$ cat src/rtl/prog_loader_pkg.sv
// Shared types and default widths for the program loader.
// PROG_LOADER_CHECKSUM_EN adds the CHECK and ERR states.
package prog_loader_pkg;

  localparam int DEF_D = 10;
  localparam int DEF_W = 9;

`ifdef PROG_LOADER_CHECKSUM_EN
  typedef enum logic [2:0] {
    S_IDLE,
    S_LOAD,
    S_CHECK,
    S_ERR,
    S_RUN
  } state_e;
`else
  typedef enum logic [1:0] {
    S_IDLE,
    S_LOAD,
    S_RUN
  } state_e;
`endif

endpackage

$ cat src/rtl/prog_loader_if.sv
// Source stream, instruction-memory write port and core control.
// The master drives start/len/stream; the slave is the loader.
interface prog_loader_if
  import prog_loader_pkg::*;
#(
  parameter int D = DEF_D,
  parameter int W = DEF_W
);

  logic         start;
  logic [D:0]   len_in;
  logic         s_valid;
  logic [W-1:0] s_data;
  logic         s_ready;
  logic         im_wr_en;
  logic [D-1:0] im_addr;
  logic [W-1:0] im_wr_data;
  logic         cpu_hold;
  logic         load_done;
  logic         cs_err;

  modport master (
    output start, len_in, s_valid, s_data,
    input  s_ready, im_wr_en, im_addr, im_wr_data,
    input  cpu_hold, load_done, cs_err
  );

  modport slave (
    input  start, len_in, s_valid, s_data,
    output s_ready, im_wr_en, im_addr, im_wr_data,
    output cpu_hold, load_done, cs_err
  );

endinterface

$ cat src/rtl/prog_loader_ld_checksum.sv
// Running XOR of loaded words, compared against the check word.
// Only built when PROG_LOADER_CHECKSUM_EN is defined.
`ifdef PROG_LOADER_CHECKSUM_EN
module ld_checksum #(
  parameter int W = 9
) (
  input  logic         clk,
  input  logic         reset,
  input  logic         clr_i,
  input  logic         en_i,
  input  logic [W-1:0] data_i,
  output logic         match_o
);

  logic [W-1:0] acc_q, acc_d;

  // Clear on a new load, fold in every loaded word
  always_comb begin
    acc_d = acc_q;
    if (clr_i)
      acc_d = '0;
    else if (en_i)
      acc_d = acc_q ^ data_i;
  end

  // Accumulator register
  always_ff @(posedge clk or posedge reset) begin
    if (reset)
      acc_q <= '0;
    else
      acc_q <= acc_d;
  end

  assign match_o = (acc_q == data_i);

endmodule
`endif

$ cat src/rtl/prog_loader.sv
// Streams a program into instruction memory, then releases the core.
// PROG_LOADER_CHECKSUM_EN enables a trailing XOR check word.
module prog_loader
  import prog_loader_pkg::*;
#(
  parameter int D = DEF_D,
  parameter int W = DEF_W
) (
  input  logic           clk,
  input  logic           reset,
  prog_loader_if.slave   bus
);

  localparam logic [D:0] MAX_LEN = {1'b1, {D{1'b0}}};
  localparam logic [D:0] ONE     = {{D{1'b0}}, 1'b1};

  state_e       state_q, state_d;
  logic [D:0]   len_q, len_d;
  logic [D:0]   cnt_q, cnt_d;
  logic         wr_en_q, wr_en_d;
  logic [D-1:0] addr_q, addr_d;
  logic [W-1:0] data_q, data_d;

  logic s_ready;
  logic xfer;
  logic len_ok;
  logic can_start;
  logic accept;
  logic last;
  logic load_xfer;
  logic ck_match;

  assign xfer      = bus.s_valid && s_ready;
  assign len_ok    = (bus.len_in != '0) && (bus.len_in <= MAX_LEN);
  assign accept    = bus.start && len_ok && can_start;
  assign last      = (cnt_q == (len_q - ONE));
  assign load_xfer = xfer && (state_q == S_LOAD);

`ifdef PROG_LOADER_CHECKSUM_EN
  ld_checksum #(
    .W (W)
  ) u_ck (
    .clk     (clk),
    .reset   (reset),
    .clr_i   (accept),
    .en_i    (load_xfer),
    .data_i  (bus.s_data),
    .match_o (ck_match)
  );
`else
  assign ck_match = 1'b0;
`endif

  // State register
  always_ff @(posedge clk or posedge reset) begin
    if (reset)
      state_q <= S_IDLE;
    else
      state_q <= state_d;
  end

  // Next-state logic
  always_comb begin
    state_d = state_q;
    unique case (state_q)
      S_IDLE: begin
        if (accept)
          state_d = S_LOAD;
      end
      S_LOAD: begin
        if (xfer && last)
`ifdef PROG_LOADER_CHECKSUM_EN
          state_d = S_CHECK;
`else
          state_d = S_RUN;
`endif
      end
`ifdef PROG_LOADER_CHECKSUM_EN
      S_CHECK: begin
        if (xfer)
          state_d = ck_match ? S_RUN : S_ERR;
      end
      S_ERR: begin
        if (accept)
          state_d = S_LOAD;
      end
`endif
      S_RUN: begin
        if (accept)
          state_d = S_LOAD;
      end
      default: state_d = S_IDLE;
    endcase
  end

  // Moore outputs decoded from the current state
  always_comb begin
    s_ready       = 1'b0;
    can_start     = 1'b0;
    bus.cpu_hold  = 1'b1;
    bus.load_done = 1'b0;
    bus.cs_err    = 1'b0;
    unique case (state_q)
      S_IDLE: can_start = 1'b1;
      S_LOAD: s_ready = 1'b1;
`ifdef PROG_LOADER_CHECKSUM_EN
      S_CHECK: s_ready = 1'b1;
      S_ERR: begin
        can_start  = 1'b1;
        bus.cs_err = 1'b1;
      end
`endif
      S_RUN: begin
        can_start     = 1'b1;
        bus.cpu_hold  = 1'b0;
        bus.load_done = 1'b1;
      end
      default: ;
    endcase
  end

  assign bus.s_ready = s_ready;

  // Length latch, word counter and write-port staging
  always_comb begin
    len_d   = len_q;
    cnt_d   = cnt_q;
    wr_en_d = load_xfer;
    addr_d  = addr_q;
    data_d  = data_q;
    if (accept) begin
      len_d = bus.len_in;
      cnt_d = '0;
    end else if (load_xfer) begin
      cnt_d = cnt_q + ONE;
    end
    if (load_xfer) begin
      addr_d = cnt_q[D-1:0];
      data_d = bus.s_data;
    end
  end

  // Datapath registers
  always_ff @(posedge clk or posedge reset) begin
    if (reset) begin
      len_q   <= '0;
      cnt_q   <= '0;
      wr_en_q <= 1'b0;
      addr_q  <= '0;
      data_q  <= '0;
    end else begin
      len_q   <= len_d;
      cnt_q   <= cnt_d;
      wr_en_q <= wr_en_d;
      addr_q  <= addr_d;
      data_q  <= data_d;
    end
  end

  assign bus.im_wr_en   = wr_en_q;
  assign bus.im_addr    = addr_q;
  assign bus.im_wr_data = data_q;

  // Unused when the checksum is compiled out
  logic unused_ok;
  assign unused_ok = ck_match;

endmodule

$ cat src/flat_wrapper.sv
// flat-port wrapper written by rule: the top's interface ports become plain ports
module prog_loader_flat import prog_loader_pkg::*;
#(
  parameter int D = DEF_D,
  parameter int W = DEF_W
)
  (clk, reset, bus_start, bus_len_in, bus_s_valid, bus_s_data, bus_s_ready, bus_im_wr_en, bus_im_addr, bus_im_wr_data, bus_cpu_hold, bus_load_done, bus_cs_err);
  prog_loader_if #(.D(D), .W(W)) bus_i ();
  input  logic clk;
  input  logic reset;
  input wire logic [$bits(bus_i.start)-1:0] bus_start;
  input wire logic [$bits(bus_i.len_in)-1:0] bus_len_in;
  input wire logic [$bits(bus_i.s_valid)-1:0] bus_s_valid;
  input wire logic [$bits(bus_i.s_data)-1:0] bus_s_data;
  output wire logic [$bits(bus_i.s_ready)-1:0] bus_s_ready;
  output wire logic [$bits(bus_i.im_wr_en)-1:0] bus_im_wr_en;
  output wire logic [$bits(bus_i.im_addr)-1:0] bus_im_addr;
  output wire logic [$bits(bus_i.im_wr_data)-1:0] bus_im_wr_data;
  output wire logic [$bits(bus_i.cpu_hold)-1:0] bus_cpu_hold;
  output wire logic [$bits(bus_i.load_done)-1:0] bus_load_done;
  output wire logic [$bits(bus_i.cs_err)-1:0] bus_cs_err;
  assign bus_i.start = bus_start;
  assign bus_i.len_in = bus_len_in;
  assign bus_i.s_valid = bus_s_valid;
  assign bus_i.s_data = bus_s_data;
  assign bus_s_ready = bus_i.s_ready;
  assign bus_im_wr_en = bus_i.im_wr_en;
  assign bus_im_addr = bus_i.im_addr;
  assign bus_im_wr_data = bus_i.im_wr_data;
  assign bus_cpu_hold = bus_i.cpu_hold;
  assign bus_load_done = bus_i.load_done;
  assign bus_cs_err = bus_i.cs_err;
  prog_loader #(.D(D), .W(W)) u_core (.clk(clk), .reset(reset), .bus(bus_i));
endmodule
$ cat config.mk
export PLATFORM = sky130hd
export DESIGN_NAME = prog_loader_flat
export DESIGN_NICKNAME = d
export VERILOG_FILES = /design/src/rtl/prog_loader_pkg.sv /design/src/rtl/prog_loader_if.sv /design/src/rtl/prog_loader_ld_checksum.sv /design/src/rtl/prog_loader.sv /design/src/flat_wrapper.sv
export SDC_FILE = /design/constraint.sdc
export NUM_CORES = 1
export LEC_CHECK = 0
export CORE_UTILIZATION = 45
export CTS_CLUSTER_SIZE = 10
export DETAILED_ROUTE_END_ITERATION = 12
export GPL_ROUTABILITY_DRIVEN = 0
export PLACE_DENSITY = 0.8
export REMOVE_ABC_BUFFERS = 1
export SLEW_MARGIN = 0
export SYNTH_ARGS = -nofsm -noshare
export SYNTH_HDL_FRONTEND = slang
export SYNTH_SLANG_ARGS = --single-unit
$ cat constraint.sdc
create_clock -name clk -period 2.4 [get_ports clk]
set_input_delay 0.48 -clock clk [delete_from_list [all_inputs] [get_ports clk]]
set_output_delay 0.48 -clock clk [all_outputs]
set_load 0.1 [all_outputs]
==> metrics <==
drt drc 0; Worst Skew 0.00258 ns; Initial DRT Pass Iterations 4; Max Cap Violations 0; CP endpoint kind flip-flop; CTS Hold Bufs 0; final worst path period need roughly 2.2 ns; Chip Width approximately 72 µm; register bit count reported by yosys 44; Pleak 1.39 nW; critical path launch point type flip-flop; Via density around 5; Top Metal Used met4; Rows 25; root buffer cell clkbuf_8; Fmax roughly 440 MHz; Core Util, Final 0.611; die area between 0.005 and 0.006 mm²; drt total wl approximately 4600 µm; syn avg cell area between 9 and 10 µm²; Netlist cell types 33; Ant. Diodes 0; DRT iter0 DRCs between 100 and 150; gr ovfl total 0; crit path cell chain nor4_4 -> nand2_1 -> or4b_1 -> a21o_1 -> a2111oi_4 -> o22ai_1; largest net degree at the start of global routing 45; initial antenna violation count 0; Worst Path Arrival approximately 2.4 ns; Hold Path Class reg -> reg; Setup Crit Path Kind reg -> reg; Seq/Total Area, Yosys 0.498; Vias ~1700; # clock sinks 44; Top Family by Delay on Critical Path simple AND/OR/NAND/NOR gates; worst path bufs/invs 0; clock tree buffer depth 2; Worst Path Required between 2 and 3 ns; later-pin clock latency in the skew report 0.30 ns; reg-to-reg slack, setup about 0.15 ns; Synth top area share 0.498; period utilization 0.937; # nets final between 300 and 400; ranking of synthesized cells by area dfrtp_1 (50%), nand2_1 (11%), xnor2_1 (5.1%); CTS Buf Count 5; TNS Setup 0 ns; Area growth syn-to-layout 30.5%; H-tree depth 2; DP Area between 0.002 and 0.003 mm²; Worst path max stage delay around 0.52 ns; Die Y ~72 µm; worst vdd rail ir drop between 0.6 and 0.7 mV; Global Route Usage Sum 0.203; post-route cell area approximately 0.0029 mm²; met1 wire length ~2100 µm; Slew Viols, Final 0; Initial Util 0.468; Hold WS 0.481 ns; synthesized area about 0.0022 mm²; Final Hold Vio Count 0; core area 0.00472 mm²; Routed Antenna Nets 0; Routed met3 length 197 µm; met2 routed WL about 2200 µm; I/O pin count 48; Wirelength per Cell 13.1 µm; number of port buffers between 40 and 50; YS warnings 0; final setup violation count 0; Max FO, Critical Path 5; share of cells above drive strength 1 0.202; placed insts about 350; Gate Count Post-Synth between 200 and 250; first-pass GRT wire length slightly above 8000 µm; slowest stage cell, crit path or4b_1; Post-Layout Cell Count 354; Clock Pin Slew Worst Setup and Hold Paths 0.08 ns; status finished, final reports clean; Detail Placement HPWL ~3400 µm; pwr/cell area between 1000 and 1500 mW/mm²; vias in the first global route around 1700; RSZ-0062 raised after global routing no; area leader, netlist dfrtp_1; CTS tree done
==> power breakdown <==
part / internal, mW / total, mW / switching, mW
sequential: 0.968 / 1.25 / 0.283
combinational: 0.762 / 2.14 / 1.38
clock: 0.340 / 0.600 / 0.260
total: 2.07 / 3.99 / 1.92
==> layout make-up <==
class	instances	area, µm²
Fill cell	421	1840
Clock buffer	6	82.6
Sequential cell	44	1100
Clock inverter	2	38.8
Inverter	7	26.3
Multi-Input combinational cell	169	1040
Tap cell	67	83.8
Timing Repair Buffer	59	513
==> cell families after synthesis <==
| family | synth area share |
|---|---|
| AND/OR/NAND/NOR | 0.249 |
| flip-flops | 0.498 |
| XOR/XNOR | 0.103 |
| buffers and inverters | 0.0345 |
| AO/OA/AOI/OAI | 0.0464 |
| multiplexers | 0.0560 |
| adder cells (fa/ha/maj) | 0.0113 |
| other | 0.00170 |
==> through the flow <==
stage                     setup slack (ns)  power, mW
final                                0.152       3.99
after global routing               0.00932       4.24
after CTS                            0.123       4.01
after detailed placement           -0.0499       3.37
after global placement              0.0184       3.32
after floorplan                     -0.436       2.86
==> final timing paths <==
check / cells past startpoint / start / end
setup / recovery: 6 / u_core.len_q[5] / u_core.state_q[0]
hold / removal: 2 / u_core.bus.im_wr_data[2] / u_core.bus.im_wr_data[2]
setup reg to reg: 6 / u_core.len_q[5] / u_core.state_q[0]
hold reg to reg: 2 / u_core.bus.im_wr_data[2] / u_core.bus.im_wr_data[2]
max in group asynchronous: 3 / reset / u_core.len_q[6]
min in group asynchronous: 3 / reset / u_core.bus.im_wr_data[5]
==> flip-flops by register name (all words and copies together), names as in the netlist <==
register               cells
u_core.bus.im_wr_data      9
u_core.cnt_q              11
u_core.len_q              11
u_core.bus.im_wr_en        1
u_core.bus.im_addr        10
u_core.state_q             2
==> worst reg2reg max path, stage by stage, from the launching register on <==
cell and delay (ns):
dfrtp_1 0.46, nor4_4 0.32, nand2_1 0.08, or4b_1 0.52
a21o_1 0.23, a2111oi_4 0.40, o22ai_1 0.11
==> cell usage in the layout (no fill, tap or decap), types with 2 or more instances in the layout <==
master,netlist,final
xor2_1,13,13
nand4_1,9,9
a21oi_1,3,3
dfrtp_1,44,44
nand3_1,6,6
inv_1,7,6
nand2_1,64,64
xnor2_1,13,13
clkdlybuf4s50_1,0,23
o21ai_0,2,2
and3_1,2,2
a31oi_1,2,2
a21o_1,2,2
ha_1,2,2
mux2_1,2,2
clkbuf_8,0,6
mux2_2,9,9
nand2b_1,4,4
nor4_1,3,2
buf_4,1,35
nor2_1,18,18
nor3_1,4,4
==> synthesized netlist by cell type <==
master / count
dfrtp_1: 44
ha_1: 2
o22ai_1: 1
o21ai_0: 2
and3b_4: 1
nor4_4: 1
nand2_1: 64
and2_1: 1
xor2_1: 13
conb_1: 1
nand4_1: 9
inv_1: 7
or4b_1: 1
a21o_1: 2
a21oi_1: 3
clkbuf_1: 10
o2111ai_1: 1
a22oi_1: 1
a31oi_1: 2
clkbuf_2: 1
buf_4: 1
a2111oi_4: 1
nor3_1: 4
nor2_1: 18
and3_1: 2
nor4b_4: 1
xnor2_1: 13
mux2_2: 9
mux2_1: 2
nor4_1: 3
and2b_1: 1
nand3_1: 6
nand2b_1: 4
==> what timing repair did <==
| action | CTS | global route |
|---|---|---|
| pin swaps | 0 | 1 |
| setup buffers | 1 | 0 |
| gates resized for setup | 0 | 1 |
| setup endpoints to repair | 1 | 1 |
==> layer usage <==
layer	track usage	vias to the layer above
li1	-	871
met1	0.275	823
met2	0.323	47
met3	0.0403	5
met4	0.0763	0
met5	0	-
Power figures use the tool's default switching activity.
